`src/rtl/merge_sched_pkg.sv`:
```
// Shared constants and FSM encoding for the round-robin scheduler in front of the
// mutex stream merge.
package merge_sched_pkg;

  localparam int unsigned DefNReq       = 9;
  localparam int unsigned DefTimeout    = 1024;
  localparam int unsigned DefGapCyc     = 2;
  localparam int unsigned DefSyncStages = 2;

  typedef logic [1:0] state_t;

  localparam state_t StIdle  = 2'd0;
  localparam state_t StDrive = 2'd1;
  localparam state_t StWait  = 2'd2;
  localparam state_t StGap   = 2'd3;

endpackage

```
`src/rtl/rr_pick.sv`:
```
// Combinational round-robin picker: first set request strictly after last_i,
// wrapping around and ending at last_i itself.
module rr_pick #(
  parameter int unsigned  NReq = 9,
  localparam int unsigned IdxW = $clog2(NReq)
) (
  input  logic [NReq-1:0] req_i,
  input  logic [IdxW-1:0] last_i,
  output logic            valid_o,
  output logic [IdxW-1:0] idx_o
);

  logic [IdxW-1:0] cand;

  // Walk from the farthest offset to the nearest so the nearest hit is written last.
  always_comb begin
    valid_o = 1'b0;
    idx_o   = '0;
    cand    = '0;
    for (int i = int'(NReq); i >= 1; i--) begin
      cand = IdxW'((int'(last_i) + i) % int'(NReq));
      if (req_i[cand]) begin
        valid_o = 1'b1;
        idx_o   = cand;
      end
    end
  end

endmodule

```
`src/rtl/stream_merge_rr_sched.sv`:
```
// Round-robin drive scheduler for the mutex stream merge: one grant at a time, waits
// for the granted input's free edge, acks the producer, then idles for a recovery gap.
module stream_merge_rr_sched
  import merge_sched_pkg::*;
#(
  parameter int unsigned  N_REQ       = DefNReq,
  parameter int unsigned  TIMEOUT     = DefTimeout,
  parameter int unsigned  GAP_CYC     = DefGapCyc,
  parameter int unsigned  SYNC_STAGES = DefSyncStages,
  localparam int unsigned IDX_W       = $clog2(N_REQ)
) (
  input  logic             clk,
  input  logic             rst,
  input  logic [N_REQ-1:0] i_req,
  output logic [N_REQ-1:0] o_ack,
  output logic [N_REQ-1:0] o_drive,
  input  logic [N_REQ-1:0] i_free,
  output logic             o_busy,
  output logic [IDX_W-1:0] o_grant_idx,
  output logic             o_err_timeout,
  output logic             o_err_spurious,
  output logic [IDX_W-1:0] o_to_idx,
  input  logic             i_err_clr
);

  localparam int unsigned CntW = $clog2(TIMEOUT);
  localparam int unsigned GapW = $clog2(GAP_CYC + 1);

  logic [N_REQ-1:0] free_s, free_d_q, fr_q;

  for (genvar k = 0; k < N_REQ; k++) begin : g_sync
    logic [SYNC_STAGES-1:0] stg_q;
    always_ff @(posedge clk) begin
      if (rst) stg_q <= '0;
      else     stg_q <= {stg_q[SYNC_STAGES-2:0], i_free[k]};
    end
    assign free_s[k] = stg_q[SYNC_STAGES-1];
  end

  // Edge pulse is registered so the FSM only ever sees a flop output.
  always_ff @(posedge clk) begin
    if (rst) begin
      free_d_q <= '0;
      fr_q     <= '0;
    end else begin
      free_d_q <= free_s;
      fr_q     <= free_s & ~free_d_q;
    end
  end

  state_t           state_q, state_d;
  logic [IDX_W-1:0] gnt_q, gnt_d, last_q, last_d, to_idx_q, to_idx_d;
  logic [CntW-1:0]  cnt_q, cnt_d;
  logic [GapW-1:0]  gap_q, gap_d;
  logic [N_REQ-1:0] drive_q, drive_d, ack_q, ack_d, gnt_oh, pick_oh;
  logic             to_err_q, to_err_d, sp_err_q, sp_err_d;
  logic             to_set, spur_set, pick_valid;
  logic [IDX_W-1:0] pick_idx;

  rr_pick #(
    .NReq (N_REQ)
  ) u_rr_pick (
    .req_i   (i_req),
    .last_i  (last_q),
    .valid_o (pick_valid),
    .idx_o   (pick_idx)
  );

  assign gnt_oh  = {{(N_REQ-1){1'b0}}, 1'b1} << gnt_q;
  assign pick_oh = {{(N_REQ-1){1'b0}}, 1'b1} << pick_idx;

  always_comb begin
    state_d = state_q;
    gnt_d   = gnt_q;
    last_d  = last_q;
    cnt_d   = cnt_q;
    gap_d   = gap_q;
    drive_d = '0;
    ack_d   = '0;
    to_set  = 1'b0;
    unique case (state_q)
      StIdle: begin
        if (pick_valid) begin
          gnt_d   = pick_idx;
          drive_d = pick_oh;
          cnt_d   = '0;
          state_d = StDrive;
        end
      end
      StDrive: begin
        cnt_d   = cnt_q + 1'b1;
        state_d = StWait;
      end
      StWait: begin
        cnt_d = cnt_q + 1'b1;
        if (fr_q[gnt_q]) begin
          ack_d   = gnt_oh;
          last_d  = gnt_q;
          gap_d   = '0;
          state_d = StGap;
        end else if (cnt_q == CntW'(TIMEOUT - 1)) begin
          to_set  = 1'b1;
          last_d  = gnt_q;
          gap_d   = '0;
          state_d = StGap;
        end
      end
      StGap: begin
        gap_d = gap_q + 1'b1;
        if (gap_q == GapW'(GAP_CYC - 1)) state_d = StIdle;
      end
      default: state_d = StIdle;
    endcase

    spur_set = (state_q == StWait) ? |(fr_q & ~gnt_oh) : |fr_q;
    // A new error beats a coincident clear.
    to_err_d = to_set | (to_err_q & ~i_err_clr);
    sp_err_d = spur_set | (sp_err_q & ~i_err_clr);
    to_idx_d = to_set ? gnt_q : (i_err_clr ? '0 : to_idx_q);
  end

  always_ff @(posedge clk) begin
    if (rst) begin
      state_q  <= StIdle;
      gnt_q    <= '0;
      last_q   <= IDX_W'(N_REQ - 1);
      cnt_q    <= '0;
      gap_q    <= '0;
      drive_q  <= '0;
      ack_q    <= '0;
      to_err_q <= 1'b0;
      sp_err_q <= 1'b0;
      to_idx_q <= '0;
    end else begin
      state_q  <= state_d;
      gnt_q    <= gnt_d;
      last_q   <= last_d;
      cnt_q    <= cnt_d;
      gap_q    <= gap_d;
      drive_q  <= drive_d;
      ack_q    <= ack_d;
      to_err_q <= to_err_d;
      sp_err_q <= sp_err_d;
      to_idx_q <= to_idx_d;
    end
  end

  assign o_drive        = drive_q;
  assign o_ack          = ack_q;
  assign o_busy         = (state_q != StIdle);
  assign o_grant_idx    = gnt_q;
  assign o_err_timeout  = to_err_q;
  assign o_err_spurious = sp_err_q;
  assign o_to_idx       = to_idx_q;

  a_drive_onehot: assert property (@(posedge clk) $onehot0(drive_q));

endmodule
```
`config.mk`:
```
export PLATFORM = sky130hd
export DESIGN_NAME = stream_merge_rr_sched
export DESIGN_NICKNAME = d
export VERILOG_FILES = /design/src/rtl/merge_sched_pkg.sv /design/src/rtl/rr_pick.sv /design/src/rtl/stream_merge_rr_sched.sv
export SDC_FILE = /design/constraint.sdc
export NUM_CORES = 1
export LEC_CHECK = 0
export CORE_UTILIZATION = 56
export CTS_BUF_LIST = sky130_fd_sc_hd__clkbuf_8 sky130_fd_sc_hd__clkbuf_16
export DETAILED_ROUTE_END_ITERATION = 12
export PLACE_DENSITY = 0.78
export SLEW_MARGIN = 15
export SYNTH_ARGS = -nofsm -noshare
export SYNTH_HDL_FRONTEND = slang
export SYNTH_SLANG_ARGS = --single-unit
```
`constraint.sdc`:
```
create_clock -name clk -period 5.72 [get_ports clk]
set_input_delay 0.858 -clock clk [delete_from_list [all_inputs] [get_ports clk]]
set_output_delay 0.858 -clock clk [all_outputs]
set_load 0.005 [all_outputs]
```
==> results.md <==
* Status: complete, no violations
* Place WS at 0.2390 ns
* DRT Pass-1 Iters at 8
* Post-CTS setup buffer count at 0
* Clock Tree Buf Depth at 2
* GPL Wtd Cong at just under 1
* CTS root buffer: clkbuf_16
* Register area share after synthesis at 0.1950
* Routed WL at between 20000 and 25000 um
* Die area at around 0.016 mm2
* Count of different cell masters after synthesis at about 110
* Ys Warns at 0
* Die Y-Extent at roughly 120 um
* Slowest stage delay, CP at 0.60 ns
* CP cell instances: buf_4, ha_1, buf_4, a21bo_2, a41oi_2, xnor2_2, ha_1, nand2b_1, or4b_1, nand2_1, a2bb2oi_1, and2_2, mux2_2, o211ai_2, or4b_4, nor4_4, buf_4, a21oi_2, mux2i_1, nor4_1
* CP top delay family: simple AND/OR/NAND/NOR gates
* Initial core utilization at 0.5769
* Via density at roughly 6.6
* Lkg Pwr at between 0.003 and 0.004 uW
* Iteration-0 DRC Markers at 757
* Sw Pwr at approximately 680 uW
* Worst path most repeated cell: buf_4
* VDD IR max at approximately 270 uV
* Port buffer count at 49
* Maxcap violations at 0
* Yosys reg bits at 82
* Sequential cell area at about 0.0016 mm2
* PD cells at around 200 mW/mm2
* Syn-to-layout area delta at 12.38%
* Vias at approximately 8500
* Min-Delay Path Class: flip-flop to flip-flop
* Final-stage net count at 1166
* Fraction of registers with async set/reset at 0
* RSZ-0062 raised after global routing: true
* Worst-Margin Slew at ~1 ns
* Flop pwr share at 0.344
* Largest net degree at the start of global routing at 58
* CP Class: flip-flop to flip-flop
* Synthesized instance count at ~1000
* Worst EP required at approximately 6.0 ns
* Sum of negative setup slack at 0 ns
* Worst clock skew at around 0.0075 ns
* # IOs at 50
* GRT Residual Overflow at 0
* Power share of the combinational group at 0.330
* Finish-stage setup viols at 0
* Gr usage total at 0.3199
* Cell row count at 44
* Syn Nets at between 1000 and 1500
* Initial antenna violation count at 0
* Min Tclk post-route at 5.450 ns
* Routed Antenna Nets at 0
* Fill count at approximately 1200
* Final hold violations at 0
* Multi-input gate area at between 0.006 and 0.007 mm2
* Final setup margin at between 0.2 and 0.3 ns
* F_max at about 180 MHz
* Hold_buf cts at 0
* Switching part of the total at 0.3499
* Critical path fanouts, max at 26
* Setup crit start kind: flip-flop
* Ys flop type: dfxtp_1
* DR WL/cell at 19.46 um
* N_diodes at 0
* Internal power at roughly 1300 uW
* Max-slew violations at 0
* Mean post-synth cell area at approximately 8 um2
* CTS Buf Count at 9
* Proportion of layout cells with a drive suffix above 1 at 0.1256
* Core area at roughly 0.015 mm2
* Worst path bufs/invs at 3
* First-pass GRT wire length at ~40000 um
* Clock-pin slew on the worst setup and hold paths at around 0.070 ns
* Die width at 124.6 um
* Residual DRC at 0
* CTS tree: built
* Endpoint class of the critical path: flip-flop
* Crit path DAT at approximately 5.7 ns
* Vias in the first global route at roughly 8000
* CP max stage cell: or4b_4
* HPWL Detailed at around 18000 um
* Cell Area, Synth at 0.008417 mm2
* Clock Sinks at 82
* Clock Latency Late Sink at 0.34 ns
* Final period utilization at 0.9528
* CTS H-tree lvls at 3
* Clk pwr share at 0.326
* Relative slew slack at 0.3229
* Post-synth EDFFs at 0
state kept, by name, indices dropped and copies added (netlist names), 4 cells and up:
name          cells
o_to_idx          4
free_d_q          9
g_sync.stg_q     18
o_drive           9
o_ack             9
cnt_q            10
o_grant_idx       4
last_q            4
fr_q              9
power by group through the flow:
stage	clock [uW]	sequential (uW)	combinational [uW]
2_1_floorplan	0	651	462
3_3_place_gp	0	683	613
3_5_place_dp	0	686	618
4_1_cts	644	673	625
5_1_grt	674	678	699
6_report	635	671	642
layout make-up:
cell class	instances	area share
flip-flops and latches	82	0.1739
clock inverters	7	0.01164
multi-input cells	872	0.6749
clock buffers	9	0.02381
well taps	184	0.02434
inverters	44	0.01746
repair buffers	77	0.07394
routing by layer:
layer | wire length [um] | up-vias | GRT usage
met5 | 0 | - | 0
met4 | 1187 | 0 | 0.1743
met3 | 1946 | 87 | 0.05198
met2 | 11760 | 436 | 0.5353
met1 | 9917 | 3927 | 0.3904
li1 | - | 4003 | -
path summary, 6_finish.rpt:
| path | cells after the start | end | slack, ns | start |
|---|---|---|---|---|
| worst max-delay path | 20 | cnt_q[7]$_SDFFE_PP0P_ | 0.27 | last_q[1]$_SDFFE_PP0P_ |
| worst min-delay path | 1 | fr_q[4]$_SDFF_PP0_ | 0.38 | free_d_q[4]$_SDFF_PP0_ |
| worst max register to register | 20 | cnt_q[7]$_SDFFE_PP0P_ | 0.27 | last_q[1]$_SDFFE_PP0P_ |
| worst min register to register | 1 | fr_q[4]$_SDFF_PP0_ | 0.38 | free_d_q[4]$_SDFF_PP0_ |
cell usage after synthesis, types with 16 or more instances:
cell type,n,area (um2)
nor2_1,85,319.1
dfxtp_1,82,1642
nand2_1,65,244.0
ha_1,59,738.2
a21oi_1,57,285.3
nor2b_1,53,331.6
mux2i_1,42,420.4
o21ai_0,41,205.2
inv_1,39,146.4
nor3_1,36,180.2
nand2b_1,26,162.7
clkbuf_1,24,90.09
xnor2_1,23,201.4
a211oi_1,21,157.7
nand3_1,21,105.1
o211ai_1,20,150.1
and3_1,16,100.1
mux2_2,16,180.2
placed cells by master, fill, tap and decap left out, types with 14 or more instances in the layout:
cell             count
nor2_1              84
mux2i_1             42
o21ai_0             41
and3_1              16
a21oi_1             57
xnor2_1             20
nand3_1             21
inv_1               39
dfxtp_1             81
nand3b_1            14
a211oi_1            20
clkdlybuf4s50_1     48
nand2b_1            26
ha_1                58
o211ai_1            20
mux2_2              16
buf_4               27
nor2b_1             53
nand2_1             65
nor3_1              35
cell families after synthesis:
logic type / count (synthesis) / synth area share
xor+xnor: 28 / 0.03181
fa+ha+maj: 59 / 0.08771
simple gates: 393 / 0.2575
mux: 66 / 0.09053
buf+inv: 94 / 0.05247
compound gates: 326 / 0.2850
flops: 82 / 0.1950
stage by stage:
step | std cells | instance area [um2] | total power (uW) | utilization | hold WS (ns)
2_1_floorplan | 1048 | 8432 | 1113 | - | 0.3674
5_1_grt | 1275 | 9459 | 2051 | 0.6484 | 0.3896
3_3_place_gp | 1259 | 9070 | 1296 | 0.6217 | 0.3684
4_1_cts | 1275 | 9405 | 1942 | 0.6447 | 0.3838
3_5_place_dp | 1259 | 9070 | 1304 | 0.6217 | 0.3741
6_report | 1275 | 9459 | 1948 | 0.6484 | 0.3802
worst reg2reg max path, stage by stage (launching register included):
cell and delay [ns]:
dfxtp_1 0.37, buf_4 0.34, ha_1 0.33, buf_4 0.21, a21bo_2 0.23, a41oi_2 0.15
xnor2_2 0.25, ha_1 0.25, nand2b_1 0.08, or4b_1 0.57, nand2_1 0.10, a2bb2oi_1 0.31
and2_2 0.27, mux2_2 0.19, o211ai_2 0.17, or4b_4 0.60, nor4_4 0.17, buf_4 0.26
a21oi_2 0.13, mux2i_1 0.15, nor4_1 0.24
repair_timing:
item                       in CTS  in global routing
hold endpoints to repair        0                  0
gates resized for setup         0                  9
setup endpoints to repair       0                 24
Note: power is estimated with default switching activity, not from simulation.
